`src/rtl/axi4_stream_pkg.sv`:
```
// rtl/axi4_stream_pkg.sv - shared types and helpers for the AXI4-Stream packet blocks
// Contents: FSM state type, byte-count width helpers, popcount over a keep/strb mask.
package axi4_stream_pkg;

   typedef enum logic [1:0] {
      ST_IDLE  = 2'd0,
      ST_MERGE = 2'd1,
      ST_FLUSH = 2'd2
   } state_e;

   // Widest keep/strb mask popcount() accepts; callers zero-extend into it.
   localparam int unsigned POPCNT_MAX_BITS = 128;

   // Bytes per beat for a given tdata width.
   function automatic int unsigned data_width_b(input int unsigned data_width);
      return data_width / 8;
   endfunction

   // Width of a byte counter that must hold 0..2W-1 (residue plus one beat).
   function automatic int unsigned byte_cnt_width(input int unsigned w);
      return $clog2(w) + 1;
   endfunction

   function automatic int unsigned popcount(input logic [POPCNT_MAX_BITS-1:0] vec);
      int unsigned n;
      n = 0;
      for (int i = 0; i < POPCNT_MAX_BITS; i++) begin
         n = n + 32'(vec[i]);
      end
      return n;
   endfunction

endpackage

```
`src/rtl/axi4_stream_byte_packer.sv`:
```
// rtl/axi4_stream_byte_packer.sv - combinational residue + beat byte packer
// Ports: res_*_i   residue bytes (r_i valid, LSB-aligned)
//        in_*_i    incoming beat (v_i valid bytes, LSB-aligned)
//        packed_*_o 2W-byte word {in << 8r | residue} with matching masks
//        s_o       total valid bytes r_i + v_i
module axi4_stream_byte_packer
   import axi4_stream_pkg::*;
#(
   parameter int DATA_WIDTH   = 32,
   parameter int DATA_WIDTH_B = 4,
   parameter int BCNT_WIDTH   = 3
) (
   input  logic [DATA_WIDTH-1:0]     res_data_i,
   input  logic [DATA_WIDTH_B-1:0]   res_keep_i,
   input  logic [DATA_WIDTH_B-1:0]   res_strb_i,
   input  logic [BCNT_WIDTH-1:0]     r_i,
   input  logic [DATA_WIDTH-1:0]     in_data_i,
   input  logic [DATA_WIDTH_B-1:0]   in_keep_i,
   input  logic [DATA_WIDTH_B-1:0]   in_strb_i,
   input  logic [BCNT_WIDTH-1:0]     v_i,
   output logic [2*DATA_WIDTH-1:0]   packed_data_o,
   output logic [2*DATA_WIDTH_B-1:0] packed_keep_o,
   output logic [2*DATA_WIDTH_B-1:0] packed_strb_o,
   output logic [BCNT_WIDTH-1:0]     s_o
);

   logic [DATA_WIDTH_B-1:0] in_mask;
   logic [DATA_WIDTH-1:0]   in_data_m;

   always_comb begin
      in_mask   = '0;
      in_data_m = '0;
      // Bytes beyond the valid count are zeroed so they never leak into the
      // residue or into the don't-care lanes of a partial output beat.
      for (int i = 0; i < DATA_WIDTH_B; i++) begin
         in_mask[i] = (i < int'(v_i));
         in_data_m[8*i +: 8] = in_mask[i] ? in_data_i[8*i +: 8] : 8'h00;
      end
      packed_data_o = ({{DATA_WIDTH{1'b0}}, in_data_m} << {r_i, 3'b000})
                    | {{DATA_WIDTH{1'b0}}, res_data_i};
      packed_keep_o = ({{DATA_WIDTH_B{1'b0}}, in_keep_i & in_mask} << r_i)
                    | {{DATA_WIDTH_B{1'b0}}, res_keep_i};
      packed_strb_o = ({{DATA_WIDTH_B{1'b0}}, in_strb_i & in_mask} << r_i)
                    | {{DATA_WIDTH_B{1'b0}}, res_strb_i};
      s_o = r_i + v_i;
   end

endmodule

```
`src/rtl/axi4_stream_pkt_merge.sv`:
```
// rtl/axi4_stream_pkt_merge.sv - merges merge_cnt_i stream fragments into one dense packet
// Ports: clk_i, rst_i (async, active-high); merge_cnt_i fragments per packet (0 -> 1)
//        pkt_in_*  fragment input stream (slave), pkt_in_tready_o back-pressure
//        pkt_out_* merged output stream (master), registered
module axi4_stream_pkt_merge
   import axi4_stream_pkg::*;
#(
   parameter int DATA_WIDTH    = 32,
   parameter int ID_WIDTH      = 1,
   parameter int DEST_WIDTH    = 1,
   parameter int USER_WIDTH    = 1,
   parameter int MAX_MERGE_CNT = 16,
   parameter int CNT_WIDTH     = $clog2(MAX_MERGE_CNT) + 1
) (
   input  logic                    clk_i,
   input  logic                    rst_i,
   input  logic [CNT_WIDTH-1:0]    merge_cnt_i,
   input  logic [DATA_WIDTH-1:0]   pkt_in_tdata_i,
   input  logic [DATA_WIDTH/8-1:0] pkt_in_tkeep_i,
   input  logic [DATA_WIDTH/8-1:0] pkt_in_tstrb_i,
   input  logic                    pkt_in_tlast_i,
   input  logic [ID_WIDTH-1:0]     pkt_in_tid_i,
   input  logic [DEST_WIDTH-1:0]   pkt_in_tdest_i,
   input  logic [USER_WIDTH-1:0]   pkt_in_tuser_i,
   input  logic                    pkt_in_tvalid_i,
   output logic                    pkt_in_tready_o,
   output logic [DATA_WIDTH-1:0]   pkt_out_tdata_o,
   output logic [DATA_WIDTH/8-1:0] pkt_out_tkeep_o,
   output logic [DATA_WIDTH/8-1:0] pkt_out_tstrb_o,
   output logic                    pkt_out_tlast_o,
   output logic [ID_WIDTH-1:0]     pkt_out_tid_o,
   output logic [DEST_WIDTH-1:0]   pkt_out_tdest_o,
   output logic [USER_WIDTH-1:0]   pkt_out_tuser_o,
   output logic                    pkt_out_tvalid_o,
   input  logic                    pkt_out_tready_i
);

   localparam int W  = int'(data_width_b(DATA_WIDTH));
   localparam int BW = int'(byte_cnt_width(W));

   state_e                state_q;
   logic [BW-1:0]         r_q;
   logic [DATA_WIDTH-1:0] res_data_q;
   logic [W-1:0]          res_keep_q;
   logic [W-1:0]          res_strb_q;
   logic [CNT_WIDTH-1:0]  frag_cnt_q;
   logic [CNT_WIDTH-1:0]  merge_cnt_q;
   logic [ID_WIDTH-1:0]   id_q;
   logic [DEST_WIDTH-1:0] dest_q;
   logic [USER_WIDTH-1:0] user_q;

   logic [DATA_WIDTH-1:0] out_data_q;
   logic [W-1:0]          out_keep_q;
   logic [W-1:0]          out_strb_q;
   logic                  out_last_q;
   logic                  out_valid_q;
   logic [ID_WIDTH-1:0]   out_id_q;
   logic [DEST_WIDTH-1:0] out_dest_q;
   logic [USER_WIDTH-1:0] out_user_q;

   logic [BW-1:0]           v;
   logic [BW-1:0]           s;
   logic [2*DATA_WIDTH-1:0] packed_data;
   logic [2*W-1:0]          packed_keep;
   logic [2*W-1:0]          packed_strb;
   logic [CNT_WIDTH-1:0]    cnt_live;
   logic [CNT_WIDTH-1:0]    cnt_target;
   logic [CNT_WIDTH-1:0]    frag_next;
   logic                    first_beat;
   logic                    merge_end;
   logic                    s_ge_w;
   logic                    s_gt_w;
   logic                    emit;
   logic                    out_load;

   assign v = BW'(popcount(POPCNT_MAX_BITS'(pkt_in_tkeep_i | pkt_in_tstrb_i)));

   axi4_stream_byte_packer #(
      .DATA_WIDTH  (DATA_WIDTH),
      .DATA_WIDTH_B(W),
      .BCNT_WIDTH  (BW)
   ) u_packer (
      .res_data_i   (res_data_q),
      .res_keep_i   (res_keep_q),
      .res_strb_i   (res_strb_q),
      .r_i          (r_q),
      .in_data_i    (pkt_in_tdata_i),
      .in_keep_i    (pkt_in_tkeep_i),
      .in_strb_i    (pkt_in_tstrb_i),
      .v_i          (v),
      .packed_data_o(packed_data),
      .packed_keep_o(packed_keep),
      .packed_strb_o(packed_strb),
      .s_o          (s)
   );

   // Zero means one fragment; anything above the supported maximum is clamped.
   assign cnt_live   = (merge_cnt_i == '0) ? CNT_WIDTH'(1) :
                       (merge_cnt_i > CNT_WIDTH'(MAX_MERGE_CNT)) ? CNT_WIDTH'(MAX_MERGE_CNT) :
                       merge_cnt_i;
   // The first beat of a merge has not latched the count yet, so use the live value.
   assign first_beat = (state_q == ST_IDLE);
   assign cnt_target = first_beat ? cnt_live : merge_cnt_q;
   assign frag_next  = frag_cnt_q + CNT_WIDTH'(1);
   assign merge_end  = pkt_in_tlast_i && (frag_next >= cnt_target);
   assign s_ge_w     = (s >= BW'(W));
   assign s_gt_w     = (s > BW'(W));
   assign emit       = merge_end || s_ge_w;
   assign out_load   = !out_valid_q || pkt_out_tready_i;

   always_ff @(posedge clk_i or posedge rst_i) begin
      if (rst_i) begin
         state_q     <= ST_IDLE;
         r_q         <= '0;
         res_data_q  <= '0;
         res_keep_q  <= '0;
         res_strb_q  <= '0;
         frag_cnt_q  <= '0;
         merge_cnt_q <= '0;
         id_q        <= '0;
         dest_q      <= '0;
         user_q      <= '0;
         out_data_q  <= '0;
         out_keep_q  <= '0;
         out_strb_q  <= '0;
         out_last_q  <= 1'b0;
         out_valid_q <= 1'b0;
         out_id_q    <= '0;
         out_dest_q  <= '0;
         out_user_q  <= '0;
      end else if (out_load) begin
         out_valid_q <= 1'b0;
         out_last_q  <= 1'b0;
         case (state_q)
            ST_FLUSH: begin
               // Residue holds the s-W overflow bytes of the closing beat.
               out_valid_q <= 1'b1;
               out_last_q  <= 1'b1;
               out_data_q  <= res_data_q;
               out_keep_q  <= res_keep_q;
               out_strb_q  <= res_strb_q;
               out_id_q    <= id_q;
               out_dest_q  <= dest_q;
               out_user_q  <= user_q;
               res_data_q  <= '0;
               res_keep_q  <= '0;
               res_strb_q  <= '0;
               r_q         <= '0;
               state_q     <= ST_IDLE;
            end
            default: begin
               if (pkt_in_tvalid_i) begin
                  if (first_beat) begin
                     merge_cnt_q <= cnt_live;
                     id_q        <= pkt_in_tid_i;
                     dest_q      <= pkt_in_tdest_i;
                     user_q      <= pkt_in_tuser_i;
                  end
                  if (emit) begin
                     out_valid_q <= 1'b1;
                     out_data_q  <= packed_data[DATA_WIDTH-1:0];
                     out_keep_q  <= packed_keep[W-1:0];
                     out_strb_q  <= packed_strb[W-1:0];
                     out_id_q    <= first_beat ? pkt_in_tid_i : id_q;
                     out_dest_q  <= first_beat ? pkt_in_tdest_i : dest_q;
                     out_user_q  <= first_beat ? pkt_in_tuser_i : user_q;
                  end
                  state_q <= ST_MERGE;
                  if (merge_end) begin
                     frag_cnt_q <= '0;
                     if (s_gt_w) begin
                        res_data_q <= packed_data[2*DATA_WIDTH-1:DATA_WIDTH];
                        res_keep_q <= packed_keep[2*W-1:W];
                        res_strb_q <= packed_strb[2*W-1:W];
                        r_q        <= s - BW'(W);
                        state_q    <= ST_FLUSH;
                     end else begin
                        // Also covers s == 0: a zero-keep beat still closes the packet.
                        out_last_q <= 1'b1;
                        res_data_q <= '0;
                        res_keep_q <= '0;
                        res_strb_q <= '0;
                        r_q        <= '0;
                        state_q    <= ST_IDLE;
                     end
                  end else begin
                     if (pkt_in_tlast_i) begin
                        frag_cnt_q <= frag_next;
                     end
                     if (s_ge_w) begin
                        res_data_q <= packed_data[2*DATA_WIDTH-1:DATA_WIDTH];
                        res_keep_q <= packed_keep[2*W-1:W];
                        res_strb_q <= packed_strb[2*W-1:W];
                        r_q        <= s - BW'(W);
                     end else begin
                        res_data_q <= packed_data[DATA_WIDTH-1:0];
                        res_keep_q <= packed_keep[W-1:0];
                        res_strb_q <= packed_strb[W-1:0];
                        r_q        <= s;
                     end
                  end
               end
            end
         endcase
      end
   end

   // The flush beat is produced from the residue alone, so input is stalled for it.
   assign pkt_in_tready_o  = out_load && (state_q != ST_FLUSH);
   assign pkt_out_tdata_o  = out_data_q;
   assign pkt_out_tkeep_o  = out_keep_q;
   assign pkt_out_tstrb_o  = out_strb_q;
   assign pkt_out_tlast_o  = out_last_q;
   assign pkt_out_tvalid_o = out_valid_q;
   assign pkt_out_tid_o    = out_id_q;
   assign pkt_out_tdest_o  = out_dest_q;
   assign pkt_out_tuser_o  = out_user_q;

endmodule

```
`config.mk`:
```
export PLATFORM = sky130hd
export DESIGN_NAME = axi4_stream_pkt_merge
export DESIGN_NICKNAME = d
export VERILOG_FILES = /design/src/rtl/axi4_stream_pkg.sv /design/src/rtl/axi4_stream_byte_packer.sv /design/src/rtl/axi4_stream_pkt_merge.sv
export SDC_FILE = /design/constraint.sdc
export NUM_CORES = 1
export LEC_CHECK = 0
export BUFFER_PORTS_ARGS = -buffer_cell sky130_fd_sc_hd__buf_2
export CORE_ASPECT_RATIO = 0.8
export CORE_MARGIN = 2
export CORE_UTILIZATION = 40
export CTS_BUF_LIST = sky130_fd_sc_hd__clkbuf_4 sky130_fd_sc_hd__clkbuf_8
export DETAILED_ROUTE_END_ITERATION = 8
export HOLD_SLACK_MARGIN = 0.08
export SLEW_MARGIN = 20
export SYNTH_ARGS = -nofsm -noshare
export SYNTH_HDL_FRONTEND = slang
export SYNTH_SLANG_ARGS = --single-unit
```
`constraint.sdc`:
```
create_clock -name clk_i -period 3.45 [get_ports clk_i]
set_input_delay 0.1725 -clock clk_i [delete_from_list [all_inputs] [get_ports clk_i]]
set_output_delay 0.1725 -clock clk_i [all_outputs]
set_load 0.01 [all_outputs]
```
==> flow_summary.ini, run 1 <==
[run_status]
status = finished, final reports clean

[sta]
finalSetupViolations = 0
totalNegativeSetupSlack_ns = 0
setup_slack_ns = 0.2532
fin_crit_ns = 3.197
drv_slew = 0
max_freq_mhz = 312.8
clock_skew_ns = 0.01550
rsz0062_at_grt = no
period_share_pct = 92.66
worstMarginPinSlew_ns = 0.9603
max-slew-margin-rel_pct = 35.98
finalHoldViolCount = 0

[yosys]
synth-edff-count = 0
ys_types = 52
syn-cell-area_um2 = 5832
ys_ff_latch = 103
syn_nets = 710
syn_inst = 645
seq_area_frac_synth_pct = 44.20
yosys_warnings = 0
synth_common_cells = 103 x a21oi_1, 103 x dfrtp_1, 89 x nand2_1, 55 x o21ai_0, 39 x a22o_1
synth_area_leaders = dfrtp_1 44%, a21oi_1 8.8%, a22o_1 5.9%, nand2_1 5.7%, o21ai_0 4.7%
dominantRegCellSynth = dfrtp_1
yosysTopAreaCell = dfrtp_1
postSynth.asyncResetShare_pct = 100.0
avgSynthCellArea_um2 = 9.042
synth_top_area_share_pct = 44.20

[floorplanning]
die_h_um = 112
die-area_um2 = 15570
ios = 99
num_rows = 39
start_util_pct = 40.93
core-area_um2 = 14250
die_w_um = 139

[cts]
cts_setup_buffers = 0
htreeDepth = 3
clock_latency_ns = 0.40
numCtsBuffers = 9
cts.sinks = 103
path_clk_slew_ns = 0.10
cts_tree = done
cts-root-buf = clkbuf_8
cts_buffer_depth = 2

[worst_hold_path]
hold_class = in -> reg

[route]
detail_route.first_pass.iterations = 6
drt_iter0_drc = 521
ant_nets = 0
drcViolationCount = 0
viasPerCell = 5.997
vias = 5589
wirelength_um = 18240
m1WireLength_um = 8211
wl_per_cell_um = 19.57
met3_length_um = 1818
top_layer_used = met5
met2_length_um = 7714

[placed_design]
placed_area_um2 = 6568
port_buffers = 98
place.gp.congestion = 0.9620
dpl.hpwl_um = 12760
place_inst = 909
dpl_worst_slack_ns = 0.003452

[layout]
drive_above_1_share_pct = 21.82
final_area_um2 = 6843
fill_cells = 1373
nNetsFinal = 807
final_cells = 932
syn_to_final_growth_pct = 17.34

[flow_run]
max-cap-violations = 0

[setup_path]
start_kind = flip-flop
crit_arrival_ns = 3.51
endpoint_kind = flip-flop
critical_path_class = reg -> reg
path_max_fanout = 30
worstPathRequired_ns = 3.76

[power_and_ir_drop]
irDropWorstVdd_mv = 0.4492
p_per_area_nw_per_um2 = 927.4
power_leakage_uw = 0.003120
total_power_uw = 6346

[grt]
grt_pass1_vias = 5383
antenna_found_initial = 1
gr-total-overflow = 0
grt_max_degree = 76
grt_use_total_pct = 23.77
grt_pass1_wl_um = 29150
## sequential cells by signal, summed over array words and instances (netlist names), 2 cells and up
name             flops
res_data_q          32
pkt_out_tstrb_o      4
state_q              2
res_strb_q           4
pkt_out_tkeep_o      4
pkt_out_tdata_o     32
r_q                  3
merge_cnt_q          5
res_keep_q           4
frag_cnt_q           5
## critical path, stage by stage (launching register included)
cell,delay (ns)
dfrtp_1,0.41
or2_2,0.44
nor3b_1,0.24
a21oi_1,0.10
ha_1,0.34
a21o_1,0.20
a31oi_2,0.29
o21ai_1,0.32
a211o_1,0.38
buf_12,0.18
o22ai_1,0.18
## metal layers
| metal | vias up | global-route usage (%) |
|---|---|---|
| li1 | 2584 | - |
| met1 | 2682 | 33.54 |
| met3 | 39 | 6.968 |
| met5 | - | 2.477 |
| met4 | 2 | 8.620 |
| met2 | 282 | 34.65 |
## worst paths after layout
check	start	to	slack, ns	cells after the start
max	state_q[0]$_DFFE_PP0P_	res_data_q[4]$_DFFE_PP0P_	0.25	10
min	merge_cnt_i[4]	merge_cnt_q[0]$_DFFE_PP0P_	0.14	4
max reg2reg	state_q[0]$_DFFE_PP0P_	res_data_q[4]$_DFFE_PP0P_	0.25	10
min reg2reg	pkt_out_tdata_o[3]$_DFFE_PP0P_	pkt_out_tdata_o[3]$_DFFE_PP0P_	0.48	2
max in group asynchronous	rst_i	pkt_out_tdata_o[16]$_DFFE_PP0P_	2.10	4
min in group asynchronous	rst_i	pkt_out_tkeep_o[0]$_DFFE_PP0P_	0.54	3
## area by class of cell
class | instances | area (um^2) | area share (%)
clock inverter | 5 | 61.31 | 0.8960
inverter | 6 | 25.02 | 0.3657
clock buffer | 11 | 151.4 | 2.212
multi-input combinational | 489 | 3002 | 43.87
antenna | 1 | 2.502 | 0.03657
sequential | 103 | 2577 | 37.67
timing repair buffer | 133 | 793.3 | 11.59
tap | 184 | 230.2 | 3.364
## stage by stage
stage,util [%],hold WS [ns]
global route,48.01,0.1582
detailed placement,46.09,0.4294
CTS,48.01,0.1133
global placement,46.09,0.4215
floorplan,-,0.2862
finish,48.02,0.1385
## timing repair
item | 4_1_cts | 5_1_grt
hold buffers | 6 | 0
hold endpoints to repair | 82 | 0
gates resized for setup | 0 | 0
## cell families (layout without fill, tap and decap cells)
family                     count (synthesis)  after routing  share of synthesized area, %
muxes                                      7              7                         1.266
buffers and inverters                     53            155                         4.463
adders and majority gates                 12             12                         2.832
xor gates and xnor gates                   5              5                         1.395
other                                      0              1                             0
and+or+nand+nor                          168            168                         13.00
DFF                                      103            103                         44.20
AOI/OAI and AO/OA                        297            297                         32.85
## where the power goes
| part | internal (uW) | total (uW) | switching (uW) | leakage [uW] |
|---|---|---|---|---|
| logic | 1350 | 3550 | 2200 | 0.00169 |
| registers | 1700 | 1970 | 278 | 0.00132 |
| clock network | 380 | 820 | 439 | 0.000110 |
## cell usage in the layout (no fill, tap or decap), types with 3 or more instances in the layout
| cell | instances |
|---|---|
| a21oi_1 | 103 |
| dfrtp_1 | 103 |
| buf_2 | 98 |
| nand2_1 | 89 |
| o21ai_0 | 55 |
| a22o_1 | 39 |
| nor2_1 | 33 |
| o22ai_1 | 28 |
| buf_4 | 27 |
| a22oi_1 | 24 |
| a32o_1 | 18 |
| clkbuf_8 | 11 |
| ha_1 | 10 |
| o21ai_1 | 8 |
| nand2b_1 | 8 |
| nand3_1 | 8 |
| and2_1 | 6 |
| dlygate4sd3_1 | 6 |
| inv_1 | 5 |
| nor2b_1 | 5 |
| a21o_1 | 4 |
| o31ai_1 | 4 |
| mux2i_1 | 4 |
| nor3_1 | 3 |
| nor3b_1 | 3 |
| nand4_1 | 3 |
| mux2_2 | 3 |
Note: power is estimated with default switching activity, not from simulation.
==> inputs of run 2 (changes only) <==
--- a/config.mk
+++ b/config.mk
@@ -9,7 +9,7 @@
 export CORE_ASPECT_RATIO = 0.8
 export CORE_MARGIN = 2
 export CORE_UTILIZATION = 40
-export CTS_BUF_LIST = sky130_fd_sc_hd__clkbuf_4 sky130_fd_sc_hd__clkbuf_8
+export CTS_BUF_LIST = sky130_fd_sc_hd__clkbuf_4
 export DETAILED_ROUTE_END_ITERATION = 8
 export HOLD_SLACK_MARGIN = 0.08
 export SLEW_MARGIN = 20
==> flow_summary.ini, run 2 (synthesis results as in run 1) <==
[route]
drt_iter0_drc = 613
viasPerCell = 5.892
ant_nets = 0
drcViolationCount = 0
wirelength_um = 18340
wl_per_cell_um = 19.43
detail_route.first_pass.iterations = 5
vias = 5562

[layout]
final_cell_mix = 103 x a21oi_1, 103 x dfrtp_1, 98 x buf_2, 89 x nand2_1, 55 x o21ai_0
fill_cells = 1377
drive_above_1_share_pct = 21.21
syn_to_final_growth_pct = 18.09
final_area_um2 = 6887
nNetsFinal = 819
fin_util_pct = 48.33

[floorplanning]
num_rows = 39
die-area_um2 = 15570
die_w_um = 139
die_h_um = 112
ios = 99
start_util_pct = 40.93
core-area_um2 = 14250

[sta]
max-slew-margin-rel_pct = 36.07
finalSetupViolations = 0
rsz0062_at_grt = no
clock_skew_ns = 0.02946
totalNegativeSetupSlack_ns = 0
max_freq_mhz = 310.2
fin_crit_ns = 3.223
period_share_pct = 93.43
drv_slew = 0
worstMarginPinSlew_ns = 0.9590
finalHoldViolCount = 0

[cts]
numCtsBuffers = 9
path_clk_slew_ns = 0.17
cts.repair.resized = 0
htreeDepth = 3
cts-root-buf = clkbuf_4
cts.sinks = 103
clock_latency_ns = 0.49
cts_setup_buffers = 0
cts_tree = done
cts_buffer_depth = 2

[grt]
grt_pass1_vias = 5456
grt_use_total_pct = 23.83
antenna_found_initial = 1
gr-total-overflow = 0
grt_pass1_wl_um = 29270
grt_max_degree = 76

[setup_path]
critical_path.cell_chain = or2_2 -> nor3b_1 -> a21oi_1 -> ha_1 -> a21o_1 -> a31oi_2 -> o21ai_1 -> a211o_1 -> buf_12 -> o22ai_1
critPathTopFamily = compound AO/OA/AOI/OAI gates
crit_path_max_incr_delay_ns = 0.44
start_kind = flip-flop
worstPathRequired_ns = 3.86
critical_path_class = reg -> reg
endpoint_kind = flip-flop
crit_buf_inv = 1
cp_slowest_cell = dfrtp_1
path_max_fanout = 30
crit_arrival_ns = 3.63

[placed_design]
placed_area_um2 = 6568
place.gp.congestion = 0.9620
dpl.hpwl_um = 12760
port_buffers = 98

[flow_run]
max-cap-violations = 0

[power_and_ir_drop]
power_leakage_uw = 0.003137
total_power_uw = 6186
irDropWorstVdd_mv = 0.4526
p_per_area_nw_per_um2 = 898.3

[worst_hold_path]
hold_class = in -> reg

[run_status]
status = finished, final reports clean
-- run 2: changes by cell type in the layout (fill, tap and decap cells not counted), sizes merged --
cell	delta
clkbuf	-2
clkinv	+2
dlygate4sd3	+12
-- run 2: timing repair --
action / CTS / global route
hold endpoints to repair: 114 / 0
setup endpoints to repair: 0 / 0
hold buffers: 18 / 0
-- run 2: final cells by class --
cell class	count	area (um^2)	area share (%)
Tap cell	184	230.2	3.343
Timing Repair Buffer	145	913.4	13.26
Multi-Input combinational cell	489	3002	43.59
Clock inverter	7	68.82	0.9993
Clock buffer	9	67.56	0.9811
Inverter	6	25.02	0.3634
Antenna cell	1	2.502	0.03634
Sequential cell	103	2577	37.43
-- run 2: worst min-delay path, stage by stage --
cell     delay (ns)
buf_2          0.11
a32o_1         0.12
a21oi_1        0.04
o22ai_1        0.12
-- run 2: power by group --
| part | internal [uW] | switching (uW) | total (uW) | leakage, uW |
|---|---|---|---|---|
| logic | 1370 | 2210 | 3570 | 0.00174 |
| clock network | 222 | 421 | 642 | 0.0000758 |
| registers | 1690 | 279 | 1970 | 0.00132 |
| total | 3280 | 2900 | 6190 | 0.00314 |
-- run 2: through the flow --
stage	worst slack, ns	std cells	hold slack (ns)
4_1_cts	0.2418	943	0.08880
3_3_place_gp	0.06072	909	0.4215
5_1_grt	0.02983	943	0.1022
3_5_place_dp	0.003452	909	0.4294
6_report	0.2266	944	0.1198
2_1_floorplan	0.05179	645	0.2862
-- run 2: final timing paths --
path	end	cells past startpoint	start	slack (ns)
max	res_data_q[9]$_DFFE_PP0P_	10	state_q[0]$_DFFE_PP0P_	0.23
min in group asynchronous	state_q[1]$_DFFE_PP0P_	3	rst_i	0.43
min	res_data_q[19]$_DFFE_PP0P_	4	pkt_in_tdata_i[27]	0.12
min reg2reg	pkt_out_tdata_o[3]$_DFFE_PP0P_	2	pkt_out_tdata_o[3]$_DFFE_PP0P_	0.49
max in group asynchronous	pkt_out_tdata_o[18]$_DFFE_PP0P_	4	rst_i	2.21
max reg2reg	res_data_q[9]$_DFFE_PP0P_	10	state_q[0]$_DFFE_PP0P_	0.23
-- run 2: layer usage --
layer | GRT usage [%] | wire [um] | up-vias | share of wire [%]
met5 | 0 | 0 | - | 0
met4 | 8.620 | 429 | 0 | 2.3
met3 | 7.656 | 1801 | 32 | 9.8
met2 | 34.65 | 7783 | 264 | 42
met1 | 33.48 | 8324 | 2651 | 45
li1 | - | - | 2615 | -
